<file path="src/rtl/seg_scan_mux.sv">
// Four-digit multiplexed display scanner feeding a 7-segment decoder.
// Outputs are registered from next-state decode; value updates apply only at frame boundaries.
module seg_scan_mux #(
    parameter int DIV   = 50000,
    parameter int BLANK = 500
) (
    input  logic        clk,
    input  logic        rst_n,
    input  logic [15:0] value,
    input  logic        load,
    input  logic [3:0]  dp_mask,
    input  logic        lzb,
    output logic [3:0]  d,
    output logic [3:0]  an,
    output logic        dp,
    output logic        frame_tick
);

    localparam int              PW       = (DIV > 2) ? $clog2(DIV) : 1;
    localparam logic [PW-1:0]   PRE_LAST = PW'(DIV - 1);
    localparam logic [PW-1:0]   BLANK_P  = PW'(BLANK);

    logic [PW-1:0] r_pre;
    logic [1:0]    r_idx;
    logic [15:0]   r_act_val;
    logic [3:0]    r_act_dp;
    logic [15:0]   r_pend_val;
    logic [3:0]    r_pend_dp;
    logic          r_pend_v;

    logic          w_slot_end;
    logic          w_boundary;
    logic [PW-1:0] w_pre_nx;
    logic [1:0]    w_idx_nx;
    logic [15:0]   w_act_val_nx;
    logic [3:0]    w_act_dp_nx;
    logic [15:0]   w_pend_val_nx;
    logic [3:0]    w_pend_dp_nx;
    logic          w_pend_v_nx;
    logic          w_sup;
    logic          w_lit;
    logic [3:0]    w_an_nx;

    // Scan counters: prescaler wraps every DIV cycles and advances the digit index.
    always_comb begin
        w_slot_end = (r_pre == PRE_LAST);
        w_boundary = w_slot_end && (r_idx == 2'd3);
        w_pre_nx   = w_slot_end ? '0 : r_pre + PW'(1);
        w_idx_nx   = w_slot_end ? r_idx + 2'd1 : r_idx;
    end

    // A load landing exactly on the boundary bypasses the pending registers.
    always_comb begin
        w_act_val_nx  = r_act_val;
        w_act_dp_nx   = r_act_dp;
        w_pend_val_nx = r_pend_val;
        w_pend_dp_nx  = r_pend_dp;
        w_pend_v_nx   = r_pend_v;
        if (w_boundary) begin
            if (load) begin
                w_act_val_nx = value;
                w_act_dp_nx  = dp_mask;
                w_pend_v_nx  = 1'b0;
            end else if (r_pend_v) begin
                w_act_val_nx = r_pend_val;
                w_act_dp_nx  = r_pend_dp;
                w_pend_v_nx  = 1'b0;
            end
        end else if (load) begin
            w_pend_val_nx = value;
            w_pend_dp_nx  = dp_mask;
            w_pend_v_nx   = 1'b1;
        end
    end

    // Leading-zero suppression: digit idx is dark when it and every higher nibble are zero.
    always_comb begin
        w_sup = 1'b0;
        unique case (w_idx_nx)
            2'd0: w_sup = 1'b0;
            2'd1: w_sup = lzb && (w_act_val_nx[15:4] == 12'd0);
            2'd2: w_sup = lzb && (w_act_val_nx[15:8] == 8'd0);
            2'd3: w_sup = lzb && (w_act_val_nx[15:12] == 4'd0);
            default: w_sup = 1'b0;
        endcase
        w_lit   = (w_pre_nx >= BLANK_P) && !w_sup;
        w_an_nx = w_lit ? ~(4'b0001 << w_idx_nx) : 4'b1111;
    end

    always_ff @(posedge clk or negedge rst_n) begin
        if (!rst_n) begin
            r_pre      <= '0;
            r_idx      <= 2'd0;
            r_act_val  <= 16'd0;
            r_act_dp   <= 4'd0;
            r_pend_val <= 16'd0;
            r_pend_dp  <= 4'd0;
            r_pend_v   <= 1'b0;
            d          <= 4'd0;
            an         <= 4'b1111;
            dp         <= 1'b0;
            frame_tick <= 1'b0;
        end else begin
            r_pre      <= w_pre_nx;
            r_idx      <= w_idx_nx;
            r_act_val  <= w_act_val_nx;
            r_act_dp   <= w_act_dp_nx;
            r_pend_val <= w_pend_val_nx;
            r_pend_dp  <= w_pend_dp_nx;
            r_pend_v   <= w_pend_v_nx;
            d          <= w_act_val_nx[{w_idx_nx, 2'b00} +: 4];
            an         <= w_an_nx;
            dp         <= w_lit & w_act_dp_nx[w_idx_nx];
            frame_tick <= w_boundary;
        end
    end

endmodule
</file>
<file path="config.mk">
export PLATFORM = sky130hd
export DESIGN_NAME = seg_scan_mux
export DESIGN_NICKNAME = d
export VERILOG_FILES = /design/src/rtl/seg_scan_mux.sv
export SDC_FILE = /design/constraint.sdc
export NUM_CORES = 1
export LEC_CHECK = 0
export ABC_AREA = 1
export BUFFER_PORTS_ARGS = -buffer_cell sky130_fd_sc_hd__buf_2
export CAP_MARGIN = 5
export CORE_MARGIN = 2
export CORE_UTILIZATION = 50
export DETAILED_ROUTE_END_ITERATION = 10
export PLACE_DENSITY = 0.73
export SYNTH_ARGS = -nofsm -noshare
export SYNTH_HDL_FRONTEND = slang
export SYNTH_SLANG_ARGS = --single-unit
</file>
<file path="constraint.sdc">
create_clock -name clk -period 2.85 [get_ports clk]
set_clock_uncertainty 0.05 [all_clocks]
set_input_delay 0.285 -clock clk [delete_from_list [all_inputs] [get_ports clk]]
set_output_delay 0.285 -clock clk [all_outputs]
set_load 0.1 [all_outputs]
</file>
==> flow_summary.json, run 1 <==
{
  "nets": 500,
  "synth_compound_area_share_pct": 8.46,
  "instances_no_fill": 575,
  "slew_headroom_pct": 56.4,
  "grt_pass1_wl_um": 12900,
  "ys_top_cells_by_area": "dfrtp_1 46%, nand2_1 14%, inv_1 4.7%, nand3_1 4.1%, nor2_1 3.8%",
  "finalHoldViolCount": 0,
  "synthCells": 437,
  "rows": 30,
  "fin_crit_sh_pct": 84.3,
  "fp.dieW_um": 88.5,
  "critical-path-top-delay-family": "simple AND/OR/NAND/NOR gates",
  "cp_cell_sequence": "ha_1, nand3_2, nand2_1, buf_4, o21ai_0",
  "reg2reg_to": "r_pend_val[11]",
  "drive_gt1_share_pct": 21.5,
  "drtPass1Iterations": 4,
  "holdPathStages": 2,
  "power.density_nw_per_um2": 488,
  "ant_nets": 0,
  "cap_violations": 0,
  "p_sw_uw": 474,
  "p_seq_share_pct": 51.9,
  "start_util_pct": 52.2,
  "setup_viol": 0,
  "whs_endpoint": "r_pend_dp[0]",
  "fmax_mhz": 416,
  "r2r_slack_ns": 0.45,
  "ys_seq_area_share_pct": 48.6,
  "ys.flop_type": "dfrtp_1",
  "rsz0062_at_grt": "false",
  "synth_top_family_by_area": "simple AND/OR/NAND/NOR gates",
  "switching_share_pct": 24.1,
  "area_growth_pct": 12.9,
  "coreArea_sq_um": 6830,
  "cts_max_path_buffers": 2,
  "tns_ns": 0,
  "synth-simple-area-share_pct": 30.3,
  "utilization_pct": 59.0,
  "end_kind": "register",
  "synth-edff-count": 0,
  "grt_pass1_vias": 2742,
  "critPathBufInv": 1,
  "cp.required_ns": 3.02,
  "critical-path-max-stage-delay_ns": 0.59,
  "cp_data_arrival_time_ns": 2.57,
  "cts_made_buffers": 9,
  "dp_cells": 558,
  "comb_power_share_pct": 5.9,
  "ys_ff_latch": 69,
  "synthArstFlopShare_pct": 100,
  "wl_per_cell_um": 13.3,
  "grt.overflow.total": 0,
  "syn-cell-area_sq_um": 3570,
  "r2r_cells": 5,
  "n_antenna_cell": 0,
  "drt_iter0_markers": 141,
  "grt_antenna_before_repair": 0,
  "synth_nets": 463,
  "synth.area.mux_share_pct": 3.16,
  "status": "finished clean",
  "boundaryPins": 34,
  "synth_top_area_share_pct": 45.6,
  "die_y_um": 88.5,
  "peakVddDrop_v": 0.000375,
  "grt_use_total_pct": 21.6,
  "die_area_sq_um": 7820,
  "yosysUniqueCellTypes": 35,
  "path_class": "register to register",
  "h-tree-depth": 3,
  "synthAdderAreaFrac_pct": 0.702,
  "gp_congestion": 0.867,
  "avgSynthCellArea_sq_um": 8.16,
  "clkLatencyLatePin_ns": 0.35,
  "hold_path_startpoint": "dp_mask[0]",
  "worstMarginPinSlew_ns": 0.653,
  "worst_hold_slack_ns": 0.128,
  "hp-class": "primary input to register",
  "cts_tree": "yes",
  "leakage_nw": 1.98,
  "drc": 0,
  "post-cts-setup-buffers": 0,
  "vias_per_cell": 5.01,
  "dp_hpwl_um": 5590,
  "clock_sinks": 69,
  "finalMaxSlewViolations": 0,
  "grt_max_degree": 70,
  "period_needed_ns": 2.40,
  "port-buffer-count": 33,
  "clockRootBuffer": "clkbuf_8",
  "start_kind": "register",
  "vias": 2882,
  "critPathSlowestCell": "ha_1",
  "synth-xor-area-share_pct": 1.47,
  "synth_top_area_cell": "dfrtp_1",
  "wl_um": 7620,
  "clkSlewWorstSetupHoldPaths_ns": 0.08,
  "cts_resized": 0,
  "p_int_mw": 1.49,
  "power_frac_clock_pct": 42.1,
  "crit_fanout": 18,
  "timing.rr.start": "r_idx[0]",
  "ys_warn_count": 0
}
## how the worst max path moves through the flow
| stage | from | to | slack, ns | cells after the start |
|---|---|---|---|---|
| final | r_idx[0] | r_pend_val[11] | 0.45 | 5 |
| after global routing | r_idx[0] | r_pend_val[11] | 0.24 | 6 |
| after CTS | r_idx[0] | r_pend_val[11] | 0.44 | 5 |
| after detailed placement | r_idx[0] | r_pend_val[11] | 0.47 | 5 |
| after global placement | r_pre[0] | dp | 0.56 | 13 |
| after floorplan | r_pre[0] | r_pend_dp[0] | 1.04 | 8 |
## metrics by stage
stage | total power [mW] | instance area, sq um | setup WS (ns)
5_1_grt | 2.04 | 4030 | 0.241
4_1_cts | 1.99 | 4030 | 0.438
3_3_place_gp | 1.15 | 3810 | 0.563
2_1_floorplan | 1.10 | 3570 | 1.04
6_report | 1.96 | 4030 | 0.447
3_5_place_dp | 1.16 | 3810 | 0.472
## flip-flops by register name, indices dropped and copies added, names as in the netlist
| signal | flops |
|---|---|
| r_pre | 16 |
| r_idx | 2 |
| r_act_dp | 4 |
| r_pend_dp | 4 |
| an | 4 |
| r_pend_v | 1 |
| frame_tick | 1 |
| d | 4 |
| r_act_val | 16 |
| dp | 1 |
| r_pend_val | 16 |
## synth_stat cells (all sizes together), types with 2 or more instances
| master | n |
|---|---|
| ha | 2 |
| buf | 7 |
| xor2 | 5 |
| nand3 | 37 |
| mux2 | 10 |
| nand2 | 145 |
| a21oi | 12 |
| dfrtp | 65 |
| dfstp | 4 |
| inv | 52 |
| clkbuf | 3 |
| nor2 | 48 |
| o21ai | 20 |
| o22ai | 7 |
| nand4 | 7 |
| a22oi | 2 |
| o211ai | 5 |
## power groups by stage
| stage | clock network [mW] | registers [mW] | logic, mW |
|---|---|---|---|
| final | 0.828 | 1.02 | 0.117 |
| after global routing | 0.883 | 1.02 | 0.135 |
| after CTS | 0.848 | 1.02 | 0.120 |
| after detailed placement | 0 | 1.04 | 0.118 |
| after global placement | 0 | 1.04 | 0.115 |
| after floorplan | 0 | 1.03 | 0.0662 |
## layout by cell type (no fill, tap or decap)
cell and instances:
clkinv_2 1, a22o_1 1, buf_4 1, inv_2 7
inv_6 3, a21oi_2 1, mux2_2 10, a22oi_1 1
o21ai_4 1, xnor2_1 1, dlygate4sd3_1 1, nand4_1 7
dfrtp_1 65, o21ai_1 1, xor2_1 5, ha_1 2
buf_12 1, bufinv_16 1, o211ai_1 5, inv_1 45
nand2_1 137, nor2_2 8, clkinvlp_4 1, o2111ai_1 1
nor2_1 36, nor3_1 1, nand2_2 7, and2_1 1
o22ai_1 7, o21bai_1 1, clkbuf_8 10, buf_2 33
a21oi_1 11, a22oi_2 1, dfstp_2 4, nand2_4 1
nor2_4 4, o21ai_0 18, nand3_1 29, nand3_2 8
## layer usage
metal | global-route usage, % | vias up | wire length, um
li1 | - | 1469 | -
met1 | 28.7 | 1331 | 3440
met2 | 34.4 | 68 | 3690
met3 | 5.69 | 14 | 352
met4 | 7.71 | 0 | 137
met5 | 0 | - | 0
## repair_timing
item | CTS | global route
endpoints found under the setup margin | 0 | 0
hold buffers | 1 | 0
endpoints found under the hold margin | 65 | 0
## cell type report
cell class | instances | area, sq um
Clock buffer | 10 | 138
Clock inverter | 6 | 68.8
Fill cell | 633 | 2800
Inverter | 52 | 195
Multi-Input combinational cell | 306 | 1570
Sequential cell | 69 | 1730
Tap cell | 96 | 120
Timing Repair Buffer | 36 | 203
## cell families (layout without fill, tap and decap cells)
group	Yosys count	after routing
flops	69	69
mux	10	10
simple gates	239	239
xor+xnor	6	6
buf+inv	62	104
fa+ha+maj	2	2
compound gates	49	49
No activity file was read; power rests on OpenSTA's default activity.
==> inputs of run 2 (changes only) <==
--- a/config.mk
+++ b/config.mk
@@ -11,7 +11,7 @@
 export CORE_MARGIN = 2
 export CORE_UTILIZATION = 50
 export DETAILED_ROUTE_END_ITERATION = 10
-export PLACE_DENSITY = 0.73
+export PLACE_DENSITY = 0.76
 export SYNTH_ARGS = -nofsm -noshare
 export SYNTH_HDL_FRONTEND = slang
 export SYNTH_SLANG_ARGS = --single-unit
==> constraint.sdc (replaced) <==
create_clock -name clk -period 2.15 [get_ports clk]
set_clock_uncertainty 0.05 [all_clocks]
set_input_delay 0.215 -clock clk [delete_from_list [all_inputs] [get_ports clk]]
set_output_delay 0.215 -clock clk [all_outputs]
set_load 0.1 [all_outputs]
==> run 2 against run 1 <==
  * Maximum frequency up 19%
  * Critical path depth is 7 higher
  * Wire length rose by 2.0%
  * Clock power up 43%
  * Sequential power increased by 32%
  * First-iteration DRC count grew 25%
  * Total power up 37%
  * Final area grew 5.7%
  * Sequential share of layout area decreased by 2.3 points
  * Worst hold slack got worse by 0.065 ns
  * Setup slack worse by 0.32 ns
  * Critical path type unchanged
  * Largest cell class unchanged
==> flow_summary.json, run 2 (synthesis gave the netlist of run 1 again) <==
{
  "fin_crit_sh_pct": 94.1,
  "power.density_nw_per_um2": 632,
  "status": "finished clean",
  "leakage_nw": 2.07,
  "cp_data_arrival_time_ns": 2.21,
  "place_area_sq_um": 3870,
  "ant_nets": 0,
  "gp_congestion": 0.968,
  "grt.overflow.total": 0,
  "h-tree-depth": 3,
  "clockRootBuffer": "clkbuf_8",
  "fmax_mhz": 494,
  "rows": 30,
  "fill_cells": 603,
  "crit_fanout": 6,
  "clkSlewWorstSetupHoldPaths_ns": 0.08,
  "die_y_um": 88.5,
  "finalHoldViolCount": 0,
  "cpMostUsedCell": "nand2_1",
  "worstMarginPinSlew_ns": 0.570,
  "area_growth_pct": 19.4,
  "finalMaxSlewViolations": 0,
  "multi_input_area_sq_um": 1660,
  "cts_max_path_buffers": 2,
  "dp_hpwl_um": 5440,
  "grt_antenna_before_repair": 0,
  "start_util_pct": 52.2,
  "layout_common_cells": "135 x nand2_1, 64 x dfrtp_1, 45 x inv_1",
  "cap_violations": 0,
  "slew_headroom_pct": 62.0,
  "setup_viol": 0,
  "r2r_slack_ns": 0.13,
  "n_antenna_cell": 0,
  "grt_use_total_pct": 22.3,
  "die_area_sq_um": 7820,
  "drtPass1Iterations": 4,
  "port-buffer-count": 33,
  "critical-path-max-stage-delay_ns": 0.42,
  "cts_made_buffers": 9,
  "boundaryPins": 34,
  "clkLatencyLatePin_ns": 0.35,
  "hp-class": "primary input to register",
  "final_common_cell": "nand2_1",
  "coreArea_sq_um": 6830,
  "critical-path-top-delay-family": "simple AND/OR/NAND/NOR gates",
  "vias_per_cell": 5.24,
  "critPathBufInv": 1,
  "grt_pass1_vias": 2937,
  "fp.dieW_um": 88.5,
  "cts_tree": "yes",
  "nets": 516,
  "clock_sinks": 69,
  "cp.required_ns": 2.34,
  "vias": 3095,
  "drive_gt1_share_pct": 26.5,
  "p_total_mw": 2.69,
  "cp_cell_sequence": "ha_4, nand2_1, nor2_4, nand3_2, o21ai_1, nand2_2, nor2_4, inv_2, nand2_1, nand3_2, nand2_1, nor2_2",
  "grt_pass1_wl_um": 13400,
  "period_needed_ns": 2.02,
  "path_class": "register to register",
  "peakVddDrop_v": 0.000418,
  "grt_max_degree": 70,
  "wl_per_cell_um": 13.2,
  "wl_um": 7780,
  "end_kind": "register",
  "stdcell_area_sq_um": 4260,
  "top_regs": "r_act_val (16), r_pend_val (16), r_pre (16)",
  "seqCellArea_sq_um": 1730,
  "drc": 0,
  "start_kind": "register",
  "critPathSlowestCell": "dfrtp_1",
  "drt_iter0_markers": 176
}
-- run 2: cell types whose count changed in the layout (fill, tap and decap cells not counted), sizes merged --
cell,before,now
buf,35,50
bufinv,1,2
clkbuf,10,9
clkinv,1,3
inv,55,53
nor2,48,49
-- run 2: final cells by class --
class | count | area share, %
clock buffer | 9 | 2.91
multi-input combinational | 307 | 39.0
timing repair buffer | 51 | 7.70
clock inverter | 7 | 2.32
tap | 96 | 2.82
sequential | 69 | 40.7
inverter | 52 | 4.58
-- run 2: stage by stage --
| step | setup WS, ns | utilization [%] | TNS, ns | std cells | hold slack, ns |
|---|---|---|---|---|---|
| global placement | 0.136 | 56.6 | 0 | 564 | 0.219 |
| floorplan | 0.336 | - | 0 | 437 | -0.131 |
| CTS | 0.0256 | 60.0 | 0 | 581 | 0.0507 |
| detailed placement | 0.0526 | 56.6 | 0 | 564 | 0.217 |
| global route | -0.0145 | 62.3 | -0.0145 | 591 | 0.0531 |
| finish | 0.127 | 62.3 | 0 | 591 | 0.0625 |
-- run 2: worst reg2reg max path, cell delays in order (launching register included) --
cell and delay, ns:
dfrtp_1 0.42, ha_4 0.19, nand2_1 0.08, nor2_4 0.14, nand3_2 0.12, o21ai_1 0.18, nand2_2 0.14, nor2_4 0.22
inv_2 0.05, nand2_1 0.07, nand3_2 0.12, nand2_1 0.10, nor2_2 0.04
-- run 2: repair_timing --
item                                   CTS  global route
resized for setup                        0            20
buffers inserted                         0             9
endpoints found under the hold margin   65             0
setup endpoints to repair                0            27
hold buffers                             1             0
-- run 2: per-layer routing --
metal / track usage (%) / wire (um) / vias to the layer above
li1: - / - / 1504
met3: 5.69 / 394 / 15
met4: 6.34 / 109 / 0
met1: 29.2 / 3350 / 1490
met2: 36.9 / 3930 / 86
met5: 0 / 0 / -
-- run 2: where the power goes --
part / internal [mW] / total, mW / switching (mW)
Combinational: 0.0670 / 0.157 / 0.0897
Clock: 0.659 / 1.18 / 0.525
Sequential: 1.33 / 1.35 / 0.0186
-- run 2: final timing paths --
kind,cells after the start,end,from
max in group asynchronous,3,an[2],rst_n
setup reg to reg,12,dp,r_pre[0]
hold / removal,2,r_pend_val[5],value[5]
hold reg to reg,2,r_pend_val[4],r_pend_val[4]
min in group asynchronous,3,d[2],rst_n
setup / recovery,12,dp,r_pre[0]
